## config.mk

```make
export PLATFORM = sky130hd
export DESIGN_NAME = io_out_buf
export DESIGN_NICKNAME = d
export VERILOG_FILES = /design/src/rtl/io_out_buf_pkg.sv /design/src/rtl/io_out_buf_fifo_sync.sv /design/src/rtl/io_out_buf.sv
export SDC_FILE = /design/constraint.sdc
export NUM_CORES = 1
export LEC_CHECK = 0
export CORE_ASPECT_RATIO = 1.1
export CORE_MARGIN = 8
export CORE_UTILIZATION = 45
export DETAILED_ROUTE_END_ITERATION = 8
export HOLD_SLACK_MARGIN = 0.08
export PLACE_DENSITY_LB_ADDON = 0.2
export SLEW_MARGIN = 10
export SYNTH_ARGS = -nofsm -noshare
export SYNTH_HDL_FRONTEND = slang
export SYNTH_SLANG_ARGS = --single-unit
```

## constraint.sdc

```tcl
create_clock -name clk -period 6.2 [get_ports clk]
set_input_delay 1.24 -clock clk [delete_from_list [all_inputs] [get_ports clk]]
set_output_delay 1.24 -clock clk [all_outputs]
set_load 0.02 [all_outputs]
```

## src/rtl/io_out_buf_pkg.sv

```systemverilog
// Shared width helpers for the output-port buffer slice.
// Entries are packed as {addr[AW-1:0], data[NUBITS-1:0]}, so EW = AW + NUBITS.
package io_out_buf_pkg;

  function automatic int calc_aw(input int n);
    return (n > 1) ? $clog2(n) : 1;
  endfunction

  function automatic int calc_cw(input int d);
    return $clog2(d + 1);
  endfunction

  function automatic int calc_ew(input int aw, input int nubits);
    return aw + nubits;
  endfunction

endpackage

```

## src/rtl/io_out_buf_fifo_sync.sv

```systemverilog
// Synchronous first-word-fall-through FIFO with occupancy count; storage is never cleared.
module fifo_sync
  import io_out_buf_pkg::*;
#(
  parameter  int W  = 8,
  parameter  int D  = 4,
  localparam int CW = calc_cw(D)
) (
  input  logic          clk,
  input  logic          rst,
  input  logic          push,
  input  logic          pop,
  input  logic [W-1:0]  wdata,
  output logic [W-1:0]  rdata,
  output logic [CW-1:0] count,
  output logic          full,
  output logic          empty
);

  localparam int PW = $clog2(D);

  logic [W-1:0]  mem [D];
  logic [PW-1:0] wptr;
  logic [PW-1:0] rptr;

  always_ff @(posedge clk) begin
    if (rst) begin
      wptr  <= '0;
      rptr  <= '0;
      count <= '0;
    end else begin
      if (push) wptr <= wptr + 1'b1;
      if (pop)  rptr <= rptr + 1'b1;
      if (push && !pop)      count <= count + 1'b1;
      else if (!push && pop) count <= count - 1'b1;
    end
  end

  always_ff @(posedge clk) begin
    if (push) mem[wptr] <= wdata;
  end

  assign rdata = mem[rptr];
  assign full  = (count == CW'(D));
  assign empty = (count == '0);

endmodule

```

## src/rtl/io_out_buf.sv

```systemverilog
// Output-port stage: per-port last-value bank, update pulses, and a FIFO of {addr,data}
// writes drained by valid/ready; a write arriving while full is dropped and flagged in ovf.
module io_out_buf
  import io_out_buf_pkg::*;
#(
  parameter  int NUBITS = 32,
  parameter  int NUIOOU = 8,
  parameter  int FDEPTH = 4,
  localparam int AW     = calc_aw(NUIOOU),
  localparam int CW     = calc_cw(FDEPTH)
) (
  input  logic                     clk,
  input  logic                     rst,
  input  logic                     out_en,
  input  logic [AW-1:0]            addr_out,
  input  logic [NUBITS-1:0]        data_out,
  output logic [NUIOOU*NUBITS-1:0] port_reg,
  output logic [NUIOOU-1:0]        port_upd,
  output logic                     q_valid,
  input  logic                     q_ready,
  output logic [AW-1:0]            q_addr,
  output logic [NUBITS-1:0]        q_data,
  output logic [CW-1:0]            q_count,
  output logic                     ovf,
  input  logic                     ovf_clr
);

  localparam int EW = calc_ew(AW, NUBITS);

  logic              push;
  logic              pop;
  logic              full;
  logic              empty;
  logic [EW-1:0]     head;
  logic [NUIOOU-1:0] port_sel;

  // Out-of-range addresses select no port but are still queued.
  always_comb begin
    port_sel = '0;
    for (int unsigned p = 0; p < NUIOOU; p++) begin
      port_sel[p] = out_en && ((NUIOOU == 1) || (32'(addr_out) == 32'(p)));
    end
  end

  always_ff @(posedge clk) begin
    if (rst) begin
      port_reg <= '0;
      port_upd <= '0;
    end else begin
      port_upd <= port_sel;
      for (int unsigned p = 0; p < NUIOOU; p++) begin
        if (port_sel[p]) port_reg[p*NUBITS +: NUBITS] <= data_out;
      end
    end
  end

  assign pop     = q_valid && q_ready;
  assign push    = out_en && (!full || pop);
  assign q_valid = !empty;

  always_ff @(posedge clk) begin
    if (rst)                         ovf <= 1'b0;
    else if (out_en && full && !pop) ovf <= 1'b1;
    else if (ovf_clr)                ovf <= 1'b0;
  end

  fifo_sync #(
    .W (EW),
    .D (FDEPTH)
  ) u_fifo (
    .clk   (clk),
    .rst   (rst),
    .push  (push),
    .pop   (pop),
    .wdata ({addr_out, data_out}),
    .rdata (head),
    .count (q_count),
    .full  (full),
    .empty (empty)
  );

  assign {q_addr, q_data} = head;

endmodule

```

==> flow_summary.json, run 1 <==
{
  "run_status": "complete, no violations",
  "synth_area_per_cell_sq_um": 10.6,
  "timing.reg2reg.setup_slack_ps": 3760,
  "synth_top_family_by_area": "simple AND/OR/NAND/NOR gates",
  "synthCells": 1415,
  "core_area_sq_um": 33000,
  "mostFrequentLayoutCells": "512 x sky130_fd_sc_hd__nand2_1, 342 x sky130_fd_sc_hd__clkdlybuf4s50_1, 272 x sky130_fd_sc_hd__dfxtp_1",
  "crit_path_cell_trace": "buf_4 > mux4_2 > clkdlybuf4s50_1",
  "detailedRoute.firstPassIterationCount": 5,
  "layout-drive-gt1-share_pct": 7.41,
  "drt_iter0_markers": 865,
  "cellInternalPower_uw": 4960,
  "net_switching_power_of_the_design_uw": 1690,
  "ys.warnings.count": 0,
  "antenna_found_initial": 1,
  "cp.arrival_ps": 2990,
  "die-area_sq_um": 39400,
  "clock_insertion_delay_worst_skew_ps": 530,
  "drt-vias-per-instance": 5.23,
  "detail_route.drc_violations": 0,
  "signed_area_change_from_the_synthesized_netlist_to_the_final_layout_pct": 31.4,
  "timing.critical_path.from_type": "flip-flop",
  "drv_cap": 0,
  "wl_per_cell_um": 21.9,
  "finalPower_uw": 6650,
  "worst_path_largest_cell_delay_ps": 960,
  "place.gp.congestion": 0.783,
  "worst-setup-path-type": "flip-flop to output pin",
  "pin_count_of_the_biggest_net_entering_global_routing": 182,
  "critical_path_required_ps": 4960,
  "timing_max_transition_violations_final": 0,
  "synth_top_cell_by_area": "sky130_fd_sc_hd__dfxtp_1",
  "timing.final.setup_violations": 0,
  "place_area_sq_um": 18300,
  "largest_register_ff_count": 256,
  "synth-main-ff-cell": "sky130_fd_sc_hd__dfxtp_1",
  "crit_slowest_cell": "sky130_fd_sc_hd__dfxtp_2",
  "timing.critical_path.max_delay_family": "flip-flops",
  "post_synth_edffs": 140,
  "max-slew-margin-rel_pct": 14.3,
  "post_cts.repair.setup_buffers": 0,
  "setup_clock_skew_after_layout_ps": 15.4,
  "total_negative_slack_for_setup_checks_ps": 0,
  "tightestPinTransition_ps": 1290,
  "fin_crit_ps": 4230,
  "remaining_overflow_grt": 0,
  "leakage_uw": 0.00646,
  "cts_hold_buf": 0,
  "fin_crit_sh_pct": 68.3,
  "dr_total_vias": 11200,
  "die_height_um": 207,
  "groute.usage.overall_pct": 23.1,
  "path_clk_slew_ps": 60,
  "critical_path_buf_inv_count": 2,
  "synth-seq-area-share_pct": 64.7,
  "core.rowCount": 70,
  "synth.cell_area_sq_um": 15000,
  "power_frac_seq_pct": 46.0,
  "post-synth-top-area-fraction_pct": 36.6,
  "hpwlAfterDp_um": 30700,
  "power_frac_clock_pct": 38.6,
  "detail-route-antenna-nets": 0,
  "post_synth_num_cell_types": 38,
  "root_buffer": "sky130_fd_sc_hd__clkbuf_16",
  "hold_violations": 0,
  "synth_adder_area_share_pct": 0.551,
  "simple_logic_cell_fraction_of_the_synthesized_area_pct": 15.0,
  "finalInstanceArea_sq_um": 19700,
  "worst_setup_path_end_kind": "output pin",
  "p_sw_share_pct": 25.5,
  "cts_max_path_buffers": 3,
  "crit_path_max_fanout": 26,
  "worst_ir_drop_vdd_v": 0.000239,
  "crit-reg2reg-launch": "u_fifo.count[0]$_SDFFE_PP0P_",
  "synth_compound_area_share_pct": 8.76,
  "p_comb_share_pct": 15.4,
  "synthArstFlopShare_pct": 0,
  "die_x_um": 190,
  "post_cts.resized_instances": 0,
  "grt_pass1_wl_um": 69500,
  "first_global_vias": 10800,
  "final_nets": 1725,
  "clock_sink_count": 414,
  "synth.ff_latch_count": 414,
  "power.density_nw_per_um2": 338,
  "cts_buffer_count": 42,
  "clock.fmax_mhz": 236,
  "route.final.wire_length_um": 47000,
  "placement.io_buffers": 343,
  "timing.hold.worst.start": "port_reg[245]$_SDFFE_PP0P_",
  "min-delay-path-class": "flip-flop to flip-flop",
  "xor_xnor_share_of_the_synthesized_area_pct": 0.234,
  "initial_core_util_pct": 45.4,
  "synthesis.nets": 1461,
  "yosys-top-cells-area": "sky130_fd_sc_hd__dfxtp_1 37%, sky130_fd_sc_hd__edfxtp_1 28%, sky130_fd_sc_hd__nand2_1 13%",
  "num_io_pins": 344,
  "grt_setup_unrepaired": "false",
  "synthMuxAreaShare_pct": 5.47,
  "tritoncts_clock_tree": "done",
  "h-tree-depth": 2,
  "mostFrequentLayoutCell": "sky130_fd_sc_hd__nand2_1"
}
-- power groups by stage --
stage                     clock network (uW)  registers, uW  logic [uW]
after CTS                               2600           3070        1040
after detailed placement                   0           3120        1040
after global routing                    2710           3080        1090
final                                   2560           3060        1020
after floorplan                            0           3100         603
after global placement                     0           3120        1030
-- synth_stat cells (2+ instances only) --
cell type	n
sky130_fd_sc_hd__dfxtp_1	274
sky130_fd_sc_hd__nand4b_1	3
sky130_fd_sc_hd__mux2i_1	2
sky130_fd_sc_hd__buf_4	33
sky130_fd_sc_hd__and4b_2	2
sky130_fd_sc_hd__clkbuf_1	41
sky130_fd_sc_hd__buf_1	4
sky130_fd_sc_hd__nand2b_1	2
sky130_fd_sc_hd__edfxtp_1	140
sky130_fd_sc_hd__nand4bb_1	3
sky130_fd_sc_hd__inv_1	3
sky130_fd_sc_hd__xor2_1	4
sky130_fd_sc_hd__nor2_1	15
sky130_fd_sc_hd__nor2b_1	2
sky130_fd_sc_hd__buf_8	3
sky130_fd_sc_hd__a21oi_1	258
sky130_fd_sc_hd__ha_1	5
sky130_fd_sc_hd__buf_2	41
sky130_fd_sc_hd__or3_1	2
sky130_fd_sc_hd__nand2_1	512
sky130_fd_sc_hd__buf_6	11
sky130_fd_sc_hd__mux4_2	35
sky130_fd_sc_hd__and2_1	4
sky130_fd_sc_hd__and4bb_1	2
-- layout make-up --
cell class	instances	area, sq um
diodes	2	5.00
multi-input cells	864	4510
well taps	432	541
clock inverters	17	158
flip-flops and latches	414	9690
clock buffers	61	1260
inverters	3	11.3
fillers	2705	13300
repair buffers	354	3520
-- cell families (layout without fill, tap and decap cells) --
group	Yosys count	count (layout)
buffers and inverters	137	435
other	0	2
XOR/XNOR	4	4
multiplexers	38	38
AO/OA/AOI/OAI	261	261
AND/OR/NAND/NOR	555	555
flip-flops	414	414
adder cells (fa/ha/maj)	6	6
-- per-stage QoR --
step / utilization, % / setup slack, ps / hold WS, ps / cells
after floorplan: - / 3290 / 481 / 1415
after global placement: 55.3 / 2320 / 441 / 2067
after detailed placement: 55.3 / 2300 / 446 / 2067
after CTS: 59.6 / 1850 / 454 / 2145
after global routing: 59.6 / 1750 / 468 / 2146
final: 59.6 / 1970 / 452 / 2147
-- routing by layer --
metal / part of all wire [%] / GRT usage [%] / up-vias
li1: - / - / 5248
met1: 40 / 29.3 / 5465
met2: 46 / 36.4 / 431
met3: 9.3 / 6.69 / 92
met4: 3.9 / 9.23 / 0
met5: 0 / 0 / -
-- final timing paths --
check | cells past startpoint | endpoint
worst max register to register | 8 | u_fifo.count[2]$_SDFFE_PP0P_
worst max-delay path | 3 | q_data[12]
worst min register to register | 2 | port_reg[245]$_SDFFE_PP0P_
worst min-delay path | 2 | port_reg[245]$_SDFFE_PP0P_
-- worst min-delay path, stage by stage, from the launching register on --
cell and delay [ps]:
sky130_fd_sc_hd__dfxtp_1 310, sky130_fd_sc_hd__nand2_1 50, sky130_fd_sc_hd__a21oi_1 50
Note: power is estimated with default switching activity, not from simulation.
==> run 2, diff against run 1 <==
==> constraint.sdc (replaced) <==
create_clock -name clk -period 4.2 [get_ports clk]
set_input_delay 0.84 -clock clk [delete_from_list [all_inputs] [get_ports clk]]
set_output_delay 0.84 -clock clk [all_outputs]
set_load 0.02 [all_outputs]
==> flow_summary.json, run 2 (synthesized netlist as in run 1, its figures left out) <==
{
  "core.rowCount": 70,
  "fin_crit_ps": 3400,
  "grt_setup_unrepaired": "false",
  "path_clk_slew_ps": 60,
  "timing_max_transition_violations_final": 0,
  "die_height_um": 207,
  "worst-setup-path-type": "flip-flop to output pin",
  "post-place-ws_ps": 799,
  "largest_register_ff_count": 256,
  "root_buffer": "sky130_fd_sc_hd__clkbuf_16",
  "timing.final.setup_violations": 0,
  "worst_setup_path_end_kind": "output pin",
  "place.gp.congestion": 0.797,
  "detail-route-antenna-nets": 0,
  "fin_crit_sh_pct": 80.8,
  "total_negative_slack_for_setup_checks_ps": 0,
  "grt_use_met2_pct": 37.9,
  "clock_insertion_delay_worst_skew_ps": 530,
  "timing.critical_path.from_type": "flip-flop",
  "busiest_layer": "met2",
  "post_cts.repair.setup_buffers": 0,
  "antenna_found_initial": 1,
  "drv_cap": 0,
  "placement.io_buffers": 343,
  "worst_ir_drop_vdd_v": 0.000419,
  "min-delay-path-class": "flip-flop to flip-flop",
  "power.density_nw_per_um2": 502,
  "run_status": "complete, no violations",
  "num_io_pins": 344,
  "post_cts.resized_instances": 0,
  "h-tree-depth": 2,
  "drt_iter0_markers": 690,
  "drt-vias-per-instance": 5.20,
  "mostFrequentLayoutCells": "512 x sky130_fd_sc_hd__nand2_1, 342 x sky130_fd_sc_hd__clkdlybuf4s50_1, 272 x sky130_fd_sc_hd__dfxtp_1",
  "cts_max_path_buffers": 3,
  "post-route-util_pct": 60.2,
  "route.final.wire_length_um": 47400,
  "cts_buffer_count": 42,
  "grt_pass1_wl_um": 69600,
  "pin_count_of_the_biggest_net_entering_global_routing": 129,
  "cts_hold_buf": 0,
  "critical_path_required_ps": 3360,
  "mostFrequentLayoutCell": "sky130_fd_sc_hd__nand2_1",
  "first_global_vias": 11000,
  "leakage_uw": 0.00655,
  "wl_per_cell_um": 22.0,
  "remaining_overflow_grt": 0,
  "grt.met3_usage_pct": 6.75,
  "layout-drive-gt1-share_pct": 8.12,
  "signed_area_change_from_the_synthesized_netlist_to_the_final_layout_pct": 32.5,
  "nFillCells": 2697,
  "detail_route.drc_violations": 0,
  "groute.usage.overall_pct": 23.0,
  "use_met1_pct": 28.6,
  "clock_sink_count": 414,
  "setup_clock_skew_after_layout_ps": 12.1,
  "initial_core_util_pct": 45.4,
  "multiInputGateArea_sq_um": 4510,
  "die-area_sq_um": 39400,
  "register_cell_area_after_layout_sq_um": 9690,
  "hold_violations": 0,
  "tritoncts_clock_tree": "done",
  "max-slew-margin-rel_pct": 35.3,
  "tightestPinTransition_ps": 970,
  "crit_path_max_fanout": 26,
  "cp.arrival_ps": 2560,
  "final_nets": 1737,
  "whs_ps": 452,
  "hpwlAfterDp_um": 31100,
  "detailedRoute.firstPassIterationCount": 5,
  "core_area_sq_um": 33000,
  "die_x_um": 190,
  "clock.fmax_mhz": 295,
  "post-route-worst-setup-slack_ps": 805,
  "dr_total_vias": 11200
}
==> run 2: changes by cell type in the layout (fill, tap and decap cells not counted), sizes merged <==
| cell | previous run | this run |
|---|---|---|
| diode | 2 | 1 |
| buf | 11 | 23 |
| bufinv | 3 | 6 |
| inv | 4 | 3 |
| clkbuf | 62 | 59 |
==> run 2: cell type report <==
type | instances | area share (%)
Antenna cell | 1 | 0.0126
Clock buffer | 58 | 6.12
Clock inverter | 19 | 1.22
Inverter | 3 | 0.0567
Multi-Input combinational cell | 864 | 22.7
Sequential cell | 414 | 48.8
Tap cell | 432 | 2.72
Timing Repair Buffer | 366 | 18.4
==> run 2: final timing paths <==
check                                                   from                           end  slack (ps)  cells past startpoint
worst max-delay path                               flip-flop                     q_data[6]         800                      3
worst min-delay path               port_reg[98]$_SDFFE_PP0P_     port_reg[98]$_SDFFE_PP0P_         450                      2
worst max register to register  u_fifo.count[0]$_SDFFE_PP0P_  u_fifo.count[2]$_SDFFE_PP0P_        1760                      8
worst min register to register     port_reg[98]$_SDFFE_PP0P_     port_reg[98]$_SDFFE_PP0P_         450                      2
==> run 2: power breakdown <==
| part | switching [uW] | internal, uW |
|---|---|---|
| clock | 1510 | 2390 |
| sequential | 136 | 4340 |
| combinational | 844 | 739 |
==> run 2: metal layers <==
metal	wire [um]	vias up	share of wire, %
li1	-	5272	-
met1	19400	5477	41
met2	22500	387	48
met3	4090	70	8.6
met4	1380	0	2.9
met5	0	-	0
==> run 2: critical path, cell delays in order (launching register included) <==
cell and delay, ps:
sky130_fd_sc_hd__dfxtp_2 580, sky130_fd_sc_hd__buf_12 300, sky130_fd_sc_hd__mux4_2 580, sky130_fd_sc_hd__clkdlybuf4s50_1 570
==> run 2: metrics by stage <==
stage / power (uW) / cell area (sq um) / instances
floorplan: 5460 / 15000 / 1415
global placement: 6160 / 18400 / 2079
detailed placement: 6170 / 18400 / 2079
CTS: 10100 / 19900 / 2156
global route: 10300 / 19900 / 2157
finish: 9960 / 19900 / 2157
